`src/rtl/fetch_pipe_ctrl.sv`:
```
`default_nettype none
// ============================================================================
// Module  : fetch_pipe_ctrl
// Brief   : Instruction-fetch PC sequencer and IF/ID pipeline register with
//           branch/jump redirect, stall/flush handling, a sticky misaligned
//           redirect flag and saturating stall/flush performance counters.
// Revision: 1.0 - initial release
// ============================================================================
module fetch_pipe_ctrl #(
   parameter int          DWIDTH   = 32,
   parameter int          AWIDTH   = 32,
   parameter logic [AWIDTH-1:0] BASEADDR = 32'h0100_0000,
   parameter int          CNTW     = 16
) (
   input  logic              clk,
   input  logic              reset,
   input  logic              stall_if,
   input  logic              ifid_wren,
   input  logic              ifid_flush,
   input  logic              e_redirect,
   input  logic [AWIDTH-1:0] e_target,
   input  logic [DWIDTH-1:0] f_insn,
   output logic [AWIDTH-1:0] f_pc,
   output logic [AWIDTH-1:0] d_pc,
   output logic [DWIDTH-1:0] d_insn,
   output logic              d_valid,
   output logic              misalign_err,
   output logic [CNTW-1:0]   stall_cnt,
   output logic [CNTW-1:0]   flush_cnt
);

   // addi x0,x0,0 - the canonical NOP placed in IF/ID on a flush
   localparam logic [DWIDTH-1:0] NOP      = DWIDTH'(32'h0000_0013);
   localparam logic [CNTW-1:0]   CNT_MAX  = '1;
   localparam logic [AWIDTH-1:0] PC_INCR  = AWIDTH'(4);

   // Aligned redirect target: low two bits are forced to zero so the PC
   // always stays word-aligned even when EX produces a bad target.
   logic [AWIDTH-1:0] redirect_pc;
   assign redirect_pc = {e_target[AWIDTH-1:2], 2'b00};

   // Fetch PC: redirect beats stall so a flush is never lost; increment wraps.
   always_ff @(posedge clk) begin
      if (reset) begin
         f_pc <= BASEADDR;
      end else if (e_redirect) begin
         f_pc <= redirect_pc;
      end else if (!stall_if) begin
         f_pc <= f_pc + PC_INCR;
      end
   end

   // IF/ID register: flush inserts a NOP even while the register is held.
   always_ff @(posedge clk) begin
      if (reset) begin
         d_pc    <= BASEADDR;
         d_insn  <= NOP;
         d_valid <= 1'b0;
      end else if (ifid_flush) begin
         d_pc    <= f_pc;
         d_insn  <= NOP;
         d_valid <= 1'b0;
      end else if (ifid_wren) begin
         d_pc    <= f_pc;
         d_insn  <= f_insn;
         d_valid <= 1'b1;
      end
   end

   // Sticky misaligned-redirect flag, cleared only by reset.
   always_ff @(posedge clk) begin
      if (reset) begin
         misalign_err <= 1'b0;
      end else if (e_redirect && (e_target[1:0] != 2'b00)) begin
         misalign_err <= 1'b1;
      end
   end

   // Stall counter: counts cycles the PC really held (redirect overrides).
   always_ff @(posedge clk) begin
      if (reset) begin
         stall_cnt <= '0;
      end else if (stall_if && !e_redirect && (stall_cnt != CNT_MAX)) begin
         stall_cnt <= stall_cnt + CNTW'(1);
      end
   end

   // Flush counter: counts IF/ID flush cycles, saturating.
   always_ff @(posedge clk) begin
      if (reset) begin
         flush_cnt <= '0;
      end else if (ifid_flush && (flush_cnt != CNT_MAX)) begin
         flush_cnt <= flush_cnt + CNTW'(1);
      end
   end

endmodule
`default_nettype wire
```
`config.mk`:
```
export PLATFORM = sky130hd
export DESIGN_NAME = fetch_pipe_ctrl
export DESIGN_NICKNAME = d
export VERILOG_FILES = /design/src/rtl/fetch_pipe_ctrl.sv
export SDC_FILE = /design/constraint.sdc
export NUM_CORES = 1
export LEC_CHECK = 0
export BUFFER_PORTS_ARGS = -buffer_cell sky130_fd_sc_hd__buf_2
export CORE_MARGIN = 1.5
export CORE_UTILIZATION = 40
export CTS_CLUSTER_DIAMETER = 30
export DETAILED_ROUTE_END_ITERATION = 16
export PLACE_DENSITY_LB_ADDON = 0.1
export SLEW_MARGIN = 20
export SYNTH_ARGS = -nofsm -noshare
export SYNTH_HDL_FRONTEND = slang
export SYNTH_SLANG_ARGS = --single-unit
```
`constraint.sdc`:
```
create_clock -name clk -period 2.9 [get_ports clk]
set_clock_uncertainty 0.2 [all_clocks]
set_input_delay 0.435 -clock clk [delete_from_list [all_inputs] [get_ports clk]]
set_output_delay 0.435 -clock clk [all_outputs]
set_load 0.03 [all_outputs]
```
==> run_results.csv, run 1 <==
group,metric,value,unit
clock_tree,h-tree-depth,4,
floorplan,die-area,0.0149,mm²
routing,avgViaCountPerCell,5.43,
floorplan,pin_count,200,
grt,grt_pass1_vias,5318,
yosys,synth-main-ff-cell,"dfxtp_1",
timing,finalHoldViolations,0,
routing,highest_layer,"met4",
yosys,synth_area,0.00569,mm²
floorplan,start_util,41.0,%
critical_path,cp-end-kind,"register",
clock_tree,insertion_delay,0.43,ns
timing,setup_viol,0,
routing,wl,16600,µm
timing,rsz0062_at_grt,"false",
timing,timing.final.crit_share,82.4,%
critical_path,worstSetupPathType,"reg2reg",
flow_run,cap_violations,0,
routing,via_count,5680,
floorplan,row_count,43,
clock_tree,post-cts-setup-buffer-count,0,
timing,tightest_slew,0.928,ns
grt,grt_pass1_wl,26400,µm
status,status,"complete, no violations",
grt,grt-ovfl-total,0,
pwr,vdd_ir_drop_max,376,µV
clock_tree,cts_tree,"yes",
critical_path,arrival,2.52,ns
timing,setup_tns,0,ns
timing,maxSlewViolCount,0,
hold_path,min_path_type,"in2reg",
routing,wl_met1,7150,µm
yosys,synth.avg_cell_area,8.50,µm²
routing,dr.pass1.iters,5,
pwr,p_per_area,630,mW/mm²
clock_tree,clock_sinks,126,
floorplan,die_h,122,µm
floorplan,core_area,0.0139,mm²
placed_design,dp_hpwl,11900,µm
finish,stdcell_count,1046,
grt,grt_usage,22.5,%
yosys,yosysWarnings,0,
yosys,ys_ff_latch,126,
critical_path,crit_required,3.03,ns
finish,n_antenna_cell,0,
timing,min_period,2.39,ns
placed_design,placedCellCount,1014,
finish,fin_nets,926,
grt,antenna_found_initial,0,
placed_design,place.gp.congestion,0.839,
clock_tree,clockBufferDepth,2,
clock_tree,cts_hold_buffers,0,
yosys,synth_cells,669,
yosys,synth-edff-count,0,
yosys,yosysSeqAreaShare,44.3,%
pwr,leakage,3.25,nW
yosys,synth_cell_types,58,
critical_path,start_kind,"register",
routing,wl_met2,8190,µm
yosys,async_reset_ff_share,0,%
finish,area_delta_synth_final,30.9,%
routing,dr.first_iter.drc_count,429,
routing,remaining_drc_errors,0,
clock_tree,path_clk_slew,0.06,ns
clock_tree,cts_resized,0,
routing,routedWlPerCell,15.9,µm
routing,wl_met3,1000,µm
timing,max_freq,418,MHz
finish,drive_gt1_share,29.6,%
clock_tree,clock-root-buffer,"clkbuf_16",
floorplan,die_width,122,µm
timing,slew_headroom,37.6,%
routing,ant_nets,0,
critical_path,critPathMaxFanout,12,
placed_design,port_buffers,195,
grt,grt_start_max_net_pins,34,
clock_tree,numCtsBuffers,17,
==> flip-flops by register name (all words and copies together) (netlist names) <==
signal,cells
d_insn,32
d_pc,30
misalign_err,1
flush_cnt,16
d_valid,1
stall_cnt,16
f_pc,30
==> final timing paths <==
| kind | end | cells past startpoint | start | slack [ns] |
|---|---|---|---|---|
| hold reg to reg | misalign_err | 2 | misalign_err | 0.24 |
| setup reg to reg | f_pc[27] | 4 | f_pc[16] | 0.51 |
| setup / recovery | f_pc[27] | 4 | f_pc[16] | 0.51 |
| hold / removal | f_pc[4] | 2 | e_target[4] | 0.03 |
==> power breakdown <==
group          internal [mW]  leakage, nW  switching [mW]  total (mW)
clock network           1.49        0.299           0.807        2.30
registers               1.80         1.03          0.0812        1.88
logic                  0.173         1.92           0.336       0.509
==> worst max-delay path, cell delays in order (launching register included) <==
cell and delay, ns:
dfxtp_1 0.47, nand4_1 0.25, or4_4 0.61, or4_1 0.52
a311oi_1 0.25
==> Yosys cell counts, types with 8 or more instances <==
cell type / count / share of area (%)
a211oi_1: 13 / 1.7
nand3_1: 24 / 2.1
clkbuf_1: 35 / 2.3
nand4_1: 14 / 1.5
nor3_1: 15 / 1.3
xnor2_1: 8 / 1.2
nor2_1: 57 / 3.8
o21ai_0: 15 / 1.3
and3_1: 8 / 0.88
nand2_1: 101 / 6.7
mux2i_1: 35 / 6.2
inv_1: 16 / 1.1
a21oi_1: 54 / 4.8
o31ai_1: 15 / 2.0
dfxtp_1: 126 / 44
nor4_1: 10 / 1.1
or4_1: 20 / 2.6
==> layout make-up <==
cell class / instances / area (µm²)
fillers: 1355 / 6430
multi-input cells: 483 / 2920
inverters: 16 / 60.1
clock buffers: 20 / 457
well taps: 180 / 225
repair buffers: 209 / 1080
flip-flops and latches: 126 / 2520
clock inverters: 12 / 185
==> metal layers <==
metal,GRT usage [%],up-vias
li1,-,2798
met1,28.4,2686
met2,36.6,178
met3,5.58,18
met4,9.59,0
met5,0,-
==> cells in the final DEF (no fill, tap or decap), drive strengths merged, types with 17 or more instances in the layout <==
master    n
mux2i    35
or4      21
nand2   101
inv      17
dfxtp   126
clkbuf   20
buf     209
nor2     57
nand3    24
a21oi    54
==> stage by stage <==
step | util (%) | total power [mW] | instance area [µm²] | hold WS (ns) | setup WS, ns
after CTS | 53.7 | 4.73 | 7450 | 0.0238 | 0.517
final | 53.7 | 4.69 | 7450 | 0.0302 | 0.510
after floorplan | - | 2.25 | 5700 | 0.350 | 0.403
after global routing | 53.7 | 4.86 | 7450 | 0.0262 | 0.360
after detailed placement | 49.0 | 2.43 | 6810 | 0.238 | 0.541
after global placement | 49.0 | 2.42 | 6810 | 0.232 | 0.608
==> cell families (layout without fill, tap and decap cells) <==
logic type               count (synthesis)  count (layout)  synth area share (%)
multiplexers                            39              39                  6.95
AO/OA/AOI/OAI                          137             137                  15.8
flip-flops                             126             126                  44.3
AND/OR/NAND/NOR                        287             287                  25.6
adder cells (fa/ha/maj)                  3               3                 0.660
other                                    1               4                0.0659
XOR/XNOR                                13              13                  2.00
buffers and inverters                   63             257                  4.64
Power figures use the tool's default switching activity.
==> run 2, diff against run 1 <==
clock period = 2.24 ns   (was 2.9 ns; I/O delays follow)
==> run_results.csv, run 2 (synthesis gave the netlist of run 1 again) <==
group,metric,value,unit
status,status,"complete, no violations",
routing,dr.pass1.iters,5,
pwr,p_int,4.68,mW
pwr,clkPwrFrac,48.5,%
routing,routedWlPerCell,15.6,µm
pwr,vdd_ir_drop_max,474,µV
placed_design,place_ws,0.0748,ns
routing,dr.first_iter.drc_count,367,
hold_path,min_path_type,"in2reg",
pwr,seq_power_share,38.7,%
clock_tree,post-cts-setup-buffer-count,0,
floorplan,die_h,122,µm
finish,area_delta_synth_final,45.5,%
floorplan,pin_count,200,
timing,rsz0062_at_grt,"false",
finish,fillers,1261,
floorplan,row_count,43,
grt,grt_start_max_net_pins,46,
floorplan,die-area,0.0149,mm²
critical_path,critPathMaxFanout,6,
placed_design,place.gp.congestion,0.830,
clock_tree,insertion_delay,0.42,ns
timing,timing.final.crit_share,97.0,%
timing,setup_ws,0.0681,ns
timing,slew_headroom,57.8,%
critical_path,cp-end-kind,"register",
floorplan,core_area,0.0139,mm²
critical_path,arrival,2.30,ns
finish,largest_reg_flops,32,
placed_design,port_buffers,195,
floorplan,start_util,41.0,%
clock_tree,clock-root-buffer,"clkbuf_16",
timing,whs,0.00427,ns
clock_tree,clockBufferDepth,2,
routing,avgViaCountPerCell,5.33,
timing,min_period,2.17,ns
critical_path,worstSetupPathType,"reg2reg",
placed_design,placedCellCount,1047,
finish,largest_register,"d_insn",
grt,grt-ovfl-total,0,
pwr,p_per_area,754,mW/mm²
clock_tree,path_clk_slew,0.05,ns
grt,grt_usage,23.5,%
flow_run,cap_violations,0,
finish,fin_nets,1009,
timing,tightest_slew,0.633,ns
finish,drive_gt1_share,33.1,%
clock_tree,numCtsBuffers,17,
timing,maxSlewViolCount,0,
timing,max_freq,460,MHz
routing,remaining_drc_errors,0,
pwr,switching_share,25.1,%
clock_tree,cts_tree,"yes",
clock_tree,h-tree-depth,4,
grt,grt_pass1_vias,5715,
finish,stdcell_count,1130,
routing,ant_nets,0,
critical_path,crit_required,2.37,ns
finish,final_cell_mix,"195 x buf_2, 106 x dfxtp_1, 101 x nand2_1",
timing,finalHoldViolations,0,
finish,top_regs,"d_insn (32), d_pc (30), f_pc (30)",
pwr,power_switching,1.56,mW
floorplan,die_width,122,µm
routing,via_count,6026,
pwr,leakage,3.65,nW
clock_tree,clock_sinks,126,
pwr,p_comb_share,12.8,%
critical_path,start_kind,"register",
grt,grt_pass1_wl,27700,µm
placed_design,dp_hpwl,12100,µm
finish,final_common_cell,"buf_2",
timing,setup_viol,0,
grt,antenna_found_initial,1,
routing,wl,17600,µm
-- run 2: worst max-delay path: stages, from the launching register on --
cell and delay, ns:
dfxtp_4 0.36, nand4_1 0.17, or4_4 0.63, or4_4 0.53, a311oi_2 0.19
-- run 2: worst paths after layout --
check          startpoint  endpoint  slack (ns)  cells past startpoint
max              f_pc[18]  f_pc[27]        0.07                      4
min          e_target[10]  f_pc[10]       0.004                      3
max reg2reg      f_pc[18]  f_pc[27]        0.07                      4
min reg2reg      d_pc[29]  d_pc[29]        0.25                      2
-- run 2: final cells by class --
type	instances	area, µm²	area share [%]
multi-input combinational	484	2960	35.7
tap	180	225	2.72
timing repair buffer	291	1830	22.1
clock buffer	21	460	5.56
sequential	126	2550	30.9
clock inverter	11	188	2.27
antenna	1	2.50	0.0302
inverter	16	60.1	0.726
-- run 2: stage by stage --
| stage | total power [mW] | area (µm²) | TNS, ns | utilization [%] |
|---|---|---|---|---|
| 6_report | 6.24 | 8280 | 0 | 59.6 |
| 5_1_grt | 6.47 | 8280 | 0 | 59.6 |
| 4_1_cts | 6.29 | 8250 | 0 | 59.4 |
| 3_5_place_dp | 3.19 | 7110 | 0 | 51.2 |
| 3_3_place_gp | 3.17 | 7110 | 0 | 51.2 |
| 2_1_floorplan | 2.91 | 5750 | -0.0916 | - |
-- run 2: what timing repair did --
| action | CTS | global route |
|---|---|---|
| resized for setup | 0 | 5 |
| endpoints found under the hold margin | 49 | 0 |
| hold buffers | 49 | 0 |
| setup endpoints to repair | 0 | 2 |
-- run 2: power by group through the flow --
| stage | logic, mW | registers (mW) | clock network (mW) |
|---|---|---|---|
| after floorplan | 0.271 | 2.64 | 0 |
| after global placement | 0.718 | 2.45 | 0 |
| after detailed placement | 0.727 | 2.46 | 0 |
| after CTS | 0.796 | 2.41 | 3.08 |
| after global routing | 0.860 | 2.43 | 3.18 |
| final | 0.799 | 2.41 | 3.03 |
-- run 2: metal layers --
layer	vias up	global-route usage (%)	share of wire, %
li1	2970	-	-
met1	2852	28.5	43
met3	25	5.76	5.3
met5	-	0	0
met4	0	8.43	1.8
met2	179	40.4	50
